[src/rtl/riscv_pc_redirect_ctrl_pkg.sv]
// Shared types and helpers for the PC redirect controller.
package riscv_pc_redir_pkg;

  typedef enum logic [1:0] {
    SRC_NONE = 2'd0,
    SRC_PD   = 2'd1,
    SRC_BU   = 2'd2,
    SRC_ST   = 2'd3
  } redir_src_t;

  typedef enum logic [1:0] {
    IDLE  = 2'd0,
    PEND  = 2'd1,
    DRAIN = 2'd2
  } redir_state_t;

  // Alignment mask for fetch addresses: bit0 always cleared, bit1 too without RVC.
  function automatic logic [63:0] adr_mask(input int xlen, input int has_rvc);
    logic [63:0] m;
    m = '1;
    if (xlen < 64) m = (64'd1 << xlen) - 64'd1;
    m[0] = 1'b0;
    if (has_rvc == 0) m[1] = 1'b0;
    return m;
  endfunction

endpackage

[src/rtl/riscv_pc_redirect_ctrl_if.sv]
// Fetch-side handshake of the redirect controller.
// master: redirect controller, slave: fetch unit.
interface riscv_pc_redirect_ctrl_if #(parameter int XLEN = 32) ();
  import riscv_pc_redir_pkg::*;

  logic            redir_req_o;
  logic [XLEN-1:0] redir_pc_o;
  redir_src_t      redir_src_o;
  logic            if_redir_ack_i;
  logic            if_req_i;
  logic            if_rsp_i;
  logic            discard_o;

  modport master (
    output redir_req_o, redir_pc_o, redir_src_o, discard_o,
    input  if_redir_ack_i, if_req_i, if_rsp_i
  );

  modport slave (
    input  redir_req_o, redir_pc_o, redir_src_o, discard_o,
    output if_redir_ack_i, if_req_i, if_rsp_i
  );
endinterface

[src/rtl/riscv_fetch_inflight_cnt.sv]
// Outstanding-fetch and old-path kill counters; flags responses to discard.
module riscv_fetch_inflight_cnt #(
  parameter int MAX_INFLIGHT = 4,
  parameter int CW           = $clog2(MAX_INFLIGHT + 1)
) (
  input  logic          clk_i,
  input  logic          rst_ni,
  input  logic          if_req_i,
  input  logic          if_rsp_i,
  input  logic          redir_ack_i,
  output logic [CW-1:0] kill_cnt_o,
  output logic [CW-1:0] kill_cnt_nxt_o,
  output logic          discard_o
);

  logic [CW-1:0] inflight, inflight_nxt;
  logic [CW-1:0] kill_cnt;

  // Next values: an ack turns everything still in flight (minus this cycle's
  // response) into old path; otherwise old-path responses drain the kill count.
  always_comb begin
    inflight_nxt   = inflight + CW'(if_req_i) - CW'(if_rsp_i);
    kill_cnt_nxt_o = kill_cnt;
    if (redir_ack_i)
      kill_cnt_nxt_o = inflight - CW'(if_rsp_i);
    else if (if_rsp_i && kill_cnt != '0)
      kill_cnt_nxt_o = kill_cnt - CW'(1);
  end

  // Counter registers
  always_ff @(posedge clk_i or negedge rst_ni) begin
    if (!rst_ni) begin
      inflight <= '0;
      kill_cnt <= '0;
    end else begin
      inflight <= inflight_nxt;
      kill_cnt <= kill_cnt_nxt_o;
    end
  end

  assign kill_cnt_o = kill_cnt;
  assign discard_o  = if_rsp_i & ((kill_cnt != '0) | redir_ack_i);

  a_no_overflow: assert property (@(posedge clk_i) disable iff (!rst_ni)
    !(if_req_i && inflight == CW'(MAX_INFLIGHT)));
  a_no_underflow: assert property (@(posedge clk_i) disable iff (!rst_ni)
    !(if_rsp_i && inflight == '0));

endmodule

[src/rtl/riscv_pc_redirect_ctrl.sv]
// Next-PC redirect arbiter: st > bu > pd, one registered request held until
// fetch acks it. Optional statistics counters: RV12_REDIRECT_STATS_EN.
//
// state | meaning
// IDLE  | no redirect pending, no old-path fetches outstanding
// PEND  | redirect presented to fetch, waiting for ack
// DRAIN | redirect accepted, old-path responses still to discard
module riscv_pc_redirect_ctrl import riscv_pc_redir_pkg::*; #(
  parameter int              XLEN         = 32,
  parameter logic [XLEN-1:0] PC_INIT      = 'h200,
  parameter int              HAS_RVC      = 0,
  parameter int              MAX_INFLIGHT = 4
) (
  input  logic            clk_i,
  input  logic            rst_ni,
  input  logic            du_mode_i,
  input  logic            st_flush_i,
  input  logic [XLEN-1:0] st_nxt_pc_i,
  input  logic            bu_flush_i,
  input  logic [XLEN-1:0] bu_nxt_pc_i,
  input  logic            pd_latch_nxt_pc_i,
  input  logic [XLEN-1:0] pd_nxt_pc_i,
  riscv_pc_redirect_ctrl_if.master fif,
  output logic            busy_o
`ifdef RV12_REDIRECT_STATS_EN
  ,
  output logic [15:0]     stat_st_o,
  output logic [15:0]     stat_bu_o,
  output logic [15:0]     stat_pd_o,
  output logic [15:0]     stat_discard_o
`endif
);

  localparam int              CW       = $clog2(MAX_INFLIGHT + 1);
  localparam logic [63:0]     MASK64   = adr_mask(XLEN, HAS_RVC);
  localparam logic [XLEN-1:0] ADR_MASK = MASK64[XLEN-1:0];

  redir_state_t    state;
  logic            redir_req;
  logic [XLEN-1:0] redir_pc;
  redir_src_t      redir_src;
  logic            win_vld, pend_win_vld, ack;
  redir_src_t      win_src, pend_win_src;
  logic [XLEN-1:0] win_pc, pend_win_pc;
  logic [CW-1:0]   kill_cnt, kill_cnt_nxt;

  // Fixed-priority select; while pending, pd is wrong-path and bu cannot displace st
  always_comb begin
    win_vld = 1'b1;
    win_src = SRC_NONE;
    win_pc  = '0;
    if (st_flush_i) begin
      win_src = SRC_ST;
      win_pc  = st_nxt_pc_i;
    end else if (bu_flush_i) begin
      win_src = SRC_BU;
      win_pc  = bu_nxt_pc_i;
    end else if (pd_latch_nxt_pc_i && !du_mode_i) begin
      win_src = SRC_PD;
      win_pc  = pd_nxt_pc_i;
    end else begin
      win_vld = 1'b0;
    end
    pend_win_vld = st_flush_i | (bu_flush_i & (redir_src != SRC_ST));
    pend_win_src = st_flush_i ? SRC_ST : SRC_BU;
    pend_win_pc  = st_flush_i ? st_nxt_pc_i : bu_nxt_pc_i;
  end

  assign ack = redir_req & fif.if_redir_ack_i;

  // Redirect FSM with registered request/pc/src
  always_ff @(posedge clk_i or negedge rst_ni) begin
    if (!rst_ni) begin
      state     <= IDLE;
      redir_req <= 1'b0;
      redir_pc  <= PC_INIT & ADR_MASK;
      redir_src <= SRC_NONE;
    end else begin
      case (state)
        IDLE, DRAIN: begin
          if (win_vld) begin
            state     <= PEND;
            redir_req <= 1'b1;
            redir_pc  <= win_pc & ADR_MASK;
            redir_src <= win_src;
          end else if (state == DRAIN && kill_cnt_nxt == '0) begin
            state <= IDLE;
          end
        end
        PEND: begin
          if (ack) begin
            if (win_vld) begin
              redir_pc  <= win_pc & ADR_MASK;
              redir_src <= win_src;
            end else begin
              redir_req <= 1'b0;
              redir_src <= SRC_NONE;
              state     <= (kill_cnt_nxt != '0) ? DRAIN : IDLE;
            end
          end else if (pend_win_vld) begin
            redir_pc  <= pend_win_pc & ADR_MASK;
            redir_src <= pend_win_src;
          end
        end
        default: begin
          state     <= IDLE;
          redir_req <= 1'b0;
          redir_src <= SRC_NONE;
        end
      endcase
    end
  end

  riscv_fetch_inflight_cnt #(
    .MAX_INFLIGHT (MAX_INFLIGHT),
    .CW           (CW)
  ) u_inflight (
    .clk_i          (clk_i),
    .rst_ni         (rst_ni),
    .if_req_i       (fif.if_req_i),
    .if_rsp_i       (fif.if_rsp_i),
    .redir_ack_i    (ack),
    .kill_cnt_o     (kill_cnt),
    .kill_cnt_nxt_o (kill_cnt_nxt),
    .discard_o      (fif.discard_o)
  );

  assign fif.redir_req_o = redir_req;
  assign fif.redir_pc_o  = redir_pc;
  assign fif.redir_src_o = redir_src;
  assign busy_o          = (state != IDLE) | (kill_cnt != '0);

`ifdef RV12_REDIRECT_STATS_EN
  // Saturating per-source ack counters and discard counter
  always_ff @(posedge clk_i or negedge rst_ni) begin
    if (!rst_ni) begin
      stat_st_o      <= '0;
      stat_bu_o      <= '0;
      stat_pd_o      <= '0;
      stat_discard_o <= '0;
    end else begin
      if (ack && redir_src == SRC_ST && stat_st_o != 16'hFFFF) stat_st_o <= stat_st_o + 16'd1;
      if (ack && redir_src == SRC_BU && stat_bu_o != 16'hFFFF) stat_bu_o <= stat_bu_o + 16'd1;
      if (ack && redir_src == SRC_PD && stat_pd_o != 16'hFFFF) stat_pd_o <= stat_pd_o + 16'd1;
      if (fif.discard_o && stat_discard_o != 16'hFFFF) stat_discard_o <= stat_discard_o + 16'd1;
    end
  end
`endif

endmodule

[src/flat_wrapper.sv]
// flat-port wrapper written by rule: the top's interface ports become plain ports
module riscv_pc_redirect_ctrl_flat import riscv_pc_redir_pkg::*;
#(
  parameter int              XLEN         = 32,
  parameter logic [XLEN-1:0] PC_INIT      = 'h200,
  parameter int              HAS_RVC      = 0,
  parameter int              MAX_INFLIGHT = 4
)
  (clk_i, rst_ni, du_mode_i, st_flush_i, st_nxt_pc_i, bu_flush_i, bu_nxt_pc_i, pd_latch_nxt_pc_i, pd_nxt_pc_i, busy_o, fif_redir_req_o, fif_redir_pc_o, fif_redir_src_o, fif_discard_o, fif_if_redir_ack_i, fif_if_req_i, fif_if_rsp_i);
  riscv_pc_redirect_ctrl_if #(.XLEN(XLEN)) fif_i ();
  input  logic clk_i;
  input  logic rst_ni;
  input  logic du_mode_i;
  input  logic st_flush_i;
  input  logic [XLEN-1:0] st_nxt_pc_i;
  input  logic bu_flush_i;
  input  logic [XLEN-1:0] bu_nxt_pc_i;
  input  logic pd_latch_nxt_pc_i;
  input  logic [XLEN-1:0] pd_nxt_pc_i;
  output logic busy_o;
  output wire logic [$bits(fif_i.redir_req_o)-1:0] fif_redir_req_o;
  output wire logic [$bits(fif_i.redir_pc_o)-1:0] fif_redir_pc_o;
  output wire logic [$bits(fif_i.redir_src_o)-1:0] fif_redir_src_o;
  output wire logic [$bits(fif_i.discard_o)-1:0] fif_discard_o;
  input wire logic [$bits(fif_i.if_redir_ack_i)-1:0] fif_if_redir_ack_i;
  input wire logic [$bits(fif_i.if_req_i)-1:0] fif_if_req_i;
  input wire logic [$bits(fif_i.if_rsp_i)-1:0] fif_if_rsp_i;
  assign fif_redir_req_o = fif_i.redir_req_o;
  assign fif_redir_pc_o = fif_i.redir_pc_o;
  assign fif_redir_src_o = fif_i.redir_src_o;
  assign fif_discard_o = fif_i.discard_o;
  assign fif_i.if_redir_ack_i = fif_if_redir_ack_i;
  assign fif_i.if_req_i = fif_if_req_i;
  assign fif_i.if_rsp_i = fif_if_rsp_i;
  riscv_pc_redirect_ctrl #(.XLEN(XLEN), .PC_INIT(PC_INIT), .HAS_RVC(HAS_RVC), .MAX_INFLIGHT(MAX_INFLIGHT)) u_core (.clk_i(clk_i), .rst_ni(rst_ni), .du_mode_i(du_mode_i), .st_flush_i(st_flush_i), .st_nxt_pc_i(st_nxt_pc_i), .bu_flush_i(bu_flush_i), .bu_nxt_pc_i(bu_nxt_pc_i), .pd_latch_nxt_pc_i(pd_latch_nxt_pc_i), .pd_nxt_pc_i(pd_nxt_pc_i), .fif(fif_i), .busy_o(busy_o));
endmodule
[config.mk]
export PLATFORM = sky130hd
export DESIGN_NAME = riscv_pc_redirect_ctrl_flat
export DESIGN_NICKNAME = d
export VERILOG_FILES = /design/src/rtl/riscv_pc_redirect_ctrl_pkg.sv /design/src/rtl/riscv_pc_redirect_ctrl_if.sv /design/src/rtl/riscv_fetch_inflight_cnt.sv /design/src/rtl/riscv_pc_redirect_ctrl.sv /design/src/flat_wrapper.sv
export SDC_FILE = /design/constraint.sdc
export NUM_CORES = 1
export LEC_CHECK = 0
export CORE_UTILIZATION = 41
export CTS_BUF_LIST = sky130_fd_sc_hd__clkbuf_4
export CTS_CLUSTER_SIZE = 12
export DETAILED_ROUTE_END_ITERATION = 12
export PLACE_DENSITY = 0.83
export SYNTH_ARGS = -nofsm -noshare
export SYNTH_HDL_FRONTEND = slang
export SYNTH_HIERARCHICAL = 1
export SYNTH_SLANG_ARGS = --single-unit
[constraint.sdc]
create_clock -name clk_i -period 2.35 [get_ports clk_i]
set_clock_uncertainty 0.1 [all_clocks]
set_input_delay 0.47 -clock clk_i [delete_from_list [all_inputs] [get_ports clk_i]]
set_output_delay 0.47 -clock clk_i [all_outputs]
set_load 0.1 [all_outputs]
==> qor.yml, run 1 <==
dp_hpwl_microns: 5670
hp-class: "primary input to asynchronous set/reset pin"
setup_viol: 0
clockBufferDepth: 2
crit_path_cell_trace: "clkdlybuf4s50_1, and2_1, buf_4, o21a_2, buf_12"
diodes: 0
syn_nets: 355
synth.cell_area_sq_mm: 0.00274
synth_seq_area_share_pct: 39.4
cts_hold_buf: 0
max_stage_delay_ns: 0.44
die_x_microns: 83.7
ff2ff_path_depth: 5
worstSetupPathType: "primary input to primary output"
maxCapViolations: 0
nNetsFinal: 498
cpLargestDelayFamily: "buffers and inverters"
port_buffers: 135
worst-path-buf-inv: 3
track_usage_pct: 21.9
yosysWarnings: 6
cts_htree_levels: 2
clock_sinks: 43
grt_max_degree: 33
fp.dieArea_sq_mm: 0.00700
dr.pass1.iters: 4
fin_util_pct: 67.1
slew_violations: 0
irDropWorstVdd_uv: 1030
cts_resized: 1
drt_iter0_drc: 90
synth-edff-count: 0
cts_tree: "built"
grt_pass1_vias: 2670
cts.clk_slew.worst_paths_ns: 0.13
clock_latency_ns: 0.35
critPathSlowestCell: "clkdlybuf4s50_1"
post_cts_buffers: 0
rows: 29
antenna_found_initial: 0
r2r_end: "u_core/fif.redir_pc_o[21]"
powerDensity_mw_per_mm2: 1310
p_leak_nw: 1.97
overflow: 0
status: "finished clean"
die_h_microns: 83.7
finalCritPeriodShare_pct: 93.4
clock.fmax_ghz: 0.456
timing.slew.headroom_pct: 47.2
ys.flop_type: "dfrtp_1"
final-hold-violation-count: 0
ant_nets: 0
placed_area_sq_mm: 0.00422
reg2reg_from: "u_core/state[1]"
synth_seq_cells: 43
avgViaCountPerCell: 5.69
cts_buffers: 5
avgSynthCellArea_sq_um: 11.3
cp_data_arrival_time_ns: 1.62
vias: 2639
grt_pass1_wl_microns: 12500
drc: 0
min_period_ns: 2.19
start_kind: "primary input"
required_ns: 1.78
end_kind: "primary output"
io_pins: 142
grt_setup_unrepaired: "false"
netlist_instances: 243
drive_above_1_share_pct: 28.7
cp_max_fo: 7
finalInstanceArea_sq_mm: 0.00428
r2r_slack_ns: 0.29
place_congestion: 0.826
worst_slew_pin_slew_ns: 0.789
synth_cell_types: 42
cts-root-buf: "clkbuf_4"
synthArstFlopShare_pct: 100
start_util_pct: 42.8
wl_per_cell_microns: 16.3
coreArea_sq_mm: 0.00639
synthToLayoutAreaGrowth_pct: 56.6
routed_wl_microns: 7560
[report_power, final]
| part | switching, W | internal [W] |
|---|---|---|
| logic | 0.00281 | 0.00115 |
| registers | 0.000190 | 0.00108 |
| clock network | 0.000233 | 0.000127 |
| total | 0.00324 | 0.00236 |
[area by class of cell]
class | instances | area (sq um)
Clock buffer | 6 | 45.0
Clock inverter | 2 | 12.5
Timing Repair Buffer | 157 | 1490
Inverter | 10 | 37.5
Tap cell | 77 | 96.3
Multi-Input combinational cell | 169 | 1520
Fill cell | 521 | 2100
Sequential cell | 43 | 1080
[cells in the final DEF, fill, tap and decap left out, types with 3 or more instances in the layout]
| master | count |
|---|---|
| clkdlybuf4s50_1 | 96 |
| mux2_2 | 31 |
| dfrtp_2 | 3 |
| a221o_1 | 19 |
| and2_1 | 6 |
| nor2_1 | 5 |
| dfrtp_1 | 39 |
| clkbuf_4 | 6 |
| inv_1 | 10 |
| nand2_1 | 5 |
| a21oi_1 | 7 |
| buf_12 | 6 |
| o211a_1 | 11 |
| nor4b_1 | 11 |
| a22o_1 | 29 |
| or3_1 | 11 |
| ha_1 | 6 |
| buf_4 | 53 |
[cells by family after synthesis]
logic type / Yosys count / synth area share, %
XOR/XNOR: 3 / 0.961
flip-flops: 43 / 39.4
multiplexers: 31 / 12.8
adder cells (fa/ha/maj): 7 / 3.48
buffers and inverters: 31 / 5.72
AO/OA/AOI/OAI: 83 / 26.9
AND/OR/NAND/NOR: 45 / 10.8
[routing by layer]
layer	routed length [microns]	GRT usage (%)
met1	3260	27.5
met2	3730	37.3
met3	490	5.84
met4	81	5.55
met5	0	0
[stage by stage]
stage	setup TNS, ns	total power (W)	hold WS (ns)	cells	setup WS (ns)
finish	0	0.00560	0.0576	464	0.155
global route	0	0.00585	0.0866	464	0.128
CTS	0	0.00565	0.0632	464	0.157
detailed placement	-8.59	0.00527	0.379	456	-0.424
global placement	-6.39	0.00522	0.374	456	-0.302
floorplan	0	0.00429	0.0744	243	0.0680
[synthesized netlist by cell type (2+ instances only)]
cell type,count,area [sq um]
nor4b_1,11,96.3
buf_4,4,30.0
a221o_1,19,190
nand2_1,5,18.8
o22ai_1,2,12.5
a21oi_1,7,35.0
a21o_1,2,15.0
mux2_2,31,349
buf_2,2,10.0
and2_1,6,37.5
xnor2_1,2,17.5
buf_6,3,33.8
dfrtp_1,42,1050
a22o_1,29,254
nor2_1,5,18.8
inv_1,10,37.5
clkbuf_1,12,45.0
o21ai_0,2,10.0
or3_1,11,68.8
o211a_1,11,110
ha_1,6,75.1
[how the worst max path moves through the flow]
stage / to / slack, ns / depth (start not counted) / from
floorplan: u_core/fif.redir_pc_o[14] / 0.07 / 5 / u_core/fif.redir_req_o
global placement: u_core/fif.redir_pc_o[6] / -0.30 / 5 / fif_if_redir_ack_i
detailed placement: u_core/fif.redir_pc_o[26] / -0.42 / 5 / fif_if_redir_ack_i
CTS: fif_discard_o / 0.16 / 5 / fif_if_redir_ack_i
global route: fif_discard_o / 0.13 / 5 / fif_if_redir_ack_i
finish: fif_discard_o / 0.16 / 5 / fif_if_redir_ack_i
[registers in the layout, summed over array words and instances (netlist names)]
name / count
u_core/u_inflight/inflight: 3
u_core/state: 2
u_core/fif.redir_src_o: 2
u_core/fif.redir_pc_o: 32
u_core/u_inflight/kill_cnt_o: 3
u_core/fif.redir_req_o: 1
Note: power is estimated with default switching activity, not from simulation.
==> inputs of run 2 (changes only) <==
- CTS_CLUSTER_SIZE: 12 -> default
- SLEW_MARGIN: default -> 20
==> qor.yml, run 2 (synthesis gave the netlist of run 1 again) <==
drt_iter0_drc: 94  # was 90
clock.fmax_ghz: 0.455  # was 0.456 GHz
cts-root-buf: "clkbuf_4"  # unchanged
placed_area_sq_mm: 0.00423  # was 0.00422 sq mm
cp_max_fo: 7  # unchanged
final-hold-violation-count: 0  # unchanged
crit_path_cell_trace: "clkdlybuf4s50_1, and2_1, buf_4, o21a_2, buf_12"  # unchanged
final_common_cell: "clkdlybuf4s50_1"  # unchanged
cts_resized: 0  # was 1
irDropWorstVdd_uv: 1020  # was 1030 uV
cts_hold_buf: 0  # unchanged
drive_above_1_share_pct: 28.7  # unchanged
p_leak_nw: 1.97  # unchanged
io_pins: 142  # unchanged
cts.clk_slew.worst_paths_ns: 0.13  # about the same
clock_sinks: 43  # unchanged
ant_nets: 0  # unchanged
dp_hpwl_microns: 5720  # was 5670 microns
antenna_found_initial: 0  # unchanged
worstSetupPathType: "primary input to primary output"  # unchanged
hp-class: "primary input to asynchronous set/reset pin"  # unchanged
grt_pass1_wl_microns: 12600  # was 12500 microns
largest_reg_flops: 32  # unchanged
finalCritPeriodShare_pct: 93.5  # was 93.4%
powerDensity_mw_per_mm2: 1310  # about the same
synthToLayoutAreaGrowth_pct: 56.6  # unchanged
overflow: 0  # unchanged
drc: 0  # unchanged
end_kind: "primary output"  # unchanged
placed_cells: 456  # unchanged
cts_htree_levels: 2  # unchanged
cts_tree: "built"  # unchanged
worst_slack_ns: 0.153  # was 0.155 ns
timing.slew.headroom_pct: 46.6  # was 47.2%
clockBufferDepth: 2  # unchanged
wl_per_cell_microns: 16.6  # was 16.3 microns
diodes: 0  # unchanged
slew_violations: 0  # unchanged
routed_wl_microns: 7680  # was 7560 microns
cp_data_arrival_time_ns: 1.63  # was 1.62 ns
grt_setup_unrepaired: "false"  # unchanged
avgViaCountPerCell: 5.67  # was 5.69
track_usage_pct: 22.0  # was 21.9%
p_total_w: 0.00560  # about the same
worst-path-buf-inv: 3  # unchanged
die_h_microns: 83.7  # unchanged
maxCapViolations: 0  # unchanged
vias: 2631  # was 2639
min_period_ns: 2.20  # was 2.19 ns
cts_buffers: 5  # unchanged
worst_slew_pin_slew_ns: 0.799  # was 0.789 ns
post_cts_buffers: 0  # unchanged
clock_latency_ns: 0.34  # was 0.35 ns
place_congestion: 0.826  # unchanged
start_util_pct: 42.8  # unchanged
start_kind: "primary input"  # unchanged
nNetsFinal: 498  # unchanged
critPathSlowestCell: "clkdlybuf4s50_1"  # unchanged
grt_max_degree: 33  # unchanged
status: "finished clean"  # unchanged
dr.pass1.iters: 4  # unchanged
rows: 29  # unchanged
max_stage_delay_ns: 0.44  # about the same
finalInstanceArea_sq_mm: 0.00428  # unchanged
place_ws_ns: -0.118  # was -0.424 ns
final_cell_mix: "clkdlybuf4s50_1, buf_4, dfrtp_1"  # unchanged
die_x_microns: 83.7  # unchanged
port_buffers: 135  # unchanged
cpLargestDelayFamily: "buffers and inverters"  # unchanged
layout.cells.non_filler: 464  # unchanged
setup_viol: 0  # unchanged
coreArea_sq_mm: 0.00639  # unchanged
grt_pass1_vias: 2683  # was 2670
required_ns: 1.78  # about the same
fp.dieArea_sq_mm: 0.00700  # unchanged
## run 2: cell counts in the layout (fill, tap and decap cells not counted)
No cell type changed its count.
## run 2: cell type report
class / instances / area [sq um]
multi-input combinational: 169 / 1520
clock buffer: 6 / 45.0
clock inverter: 2 / 12.5
timing repair buffer: 157 / 1490
fill: 541 / 2100
inverter: 10 / 37.5
sequential: 43 / 1080
tap: 77 / 96.3
## run 2: report_power, final
group,internal [W],switching (W),leakage (nW),total [W]
combinational,0.00115,0.00282,1.44,0.00397
sequential,0.00108,0.000193,0.504,0.00128
clock,0.000127,0.000232,0.0317,0.000360
total,0.00236,0.00324,1.97,0.00560
## run 2: final timing paths
check | startpoint | endpoint | slack [ns] | depth (start not counted)
worst max-delay path | fif_if_redir_ack_i | fif_discard_o | 0.15 | 5
worst min-delay path | rst_ni | u_core/fif.redir_pc_o[7] | 0.07 | 1
worst max register to register | u_core/state[1] | u_core/fif.redir_pc_o[21] | 0.30 | 5
worst min register to register | u_core/fif.redir_pc_o[0] | u_core/fif.redir_pc_o[0] | 0.41 | 1
max in group asynchronous | rst_ni | u_core/fif.redir_pc_o[10] | 1.50 | 2
min in group clk_i | u_core/fif.redir_pc_o[0] | u_core/fif.redir_pc_o[0] | 0.41 | 1
## run 2: layer usage
metal | routed length (microns) | share of wire, % | track usage (%) | up-vias
met5 | 0 | 0 | 0 | -
met4 | 42 | 0.55 | 6.01 | 0
met3 | 572 | 7.4 | 5.64 | 4
met2 | 3810 | 50 | 37.3 | 108
met1 | 3260 | 42 | 27.6 | 1277
li1 | - | - | - | 1242
## run 2: stage by stage
stage	hold slack (ns)	util [%]	setup TNS, ns
2_1_floorplan	0.0744	-	0
3_3_place_gp	0.374	66.1	-6.39
3_5_place_dp	0.379	66.2	-2.57
4_1_cts	0.0674	67.1	0
5_1_grt	0.0878	67.1	0
6_report	0.0690	67.1	0
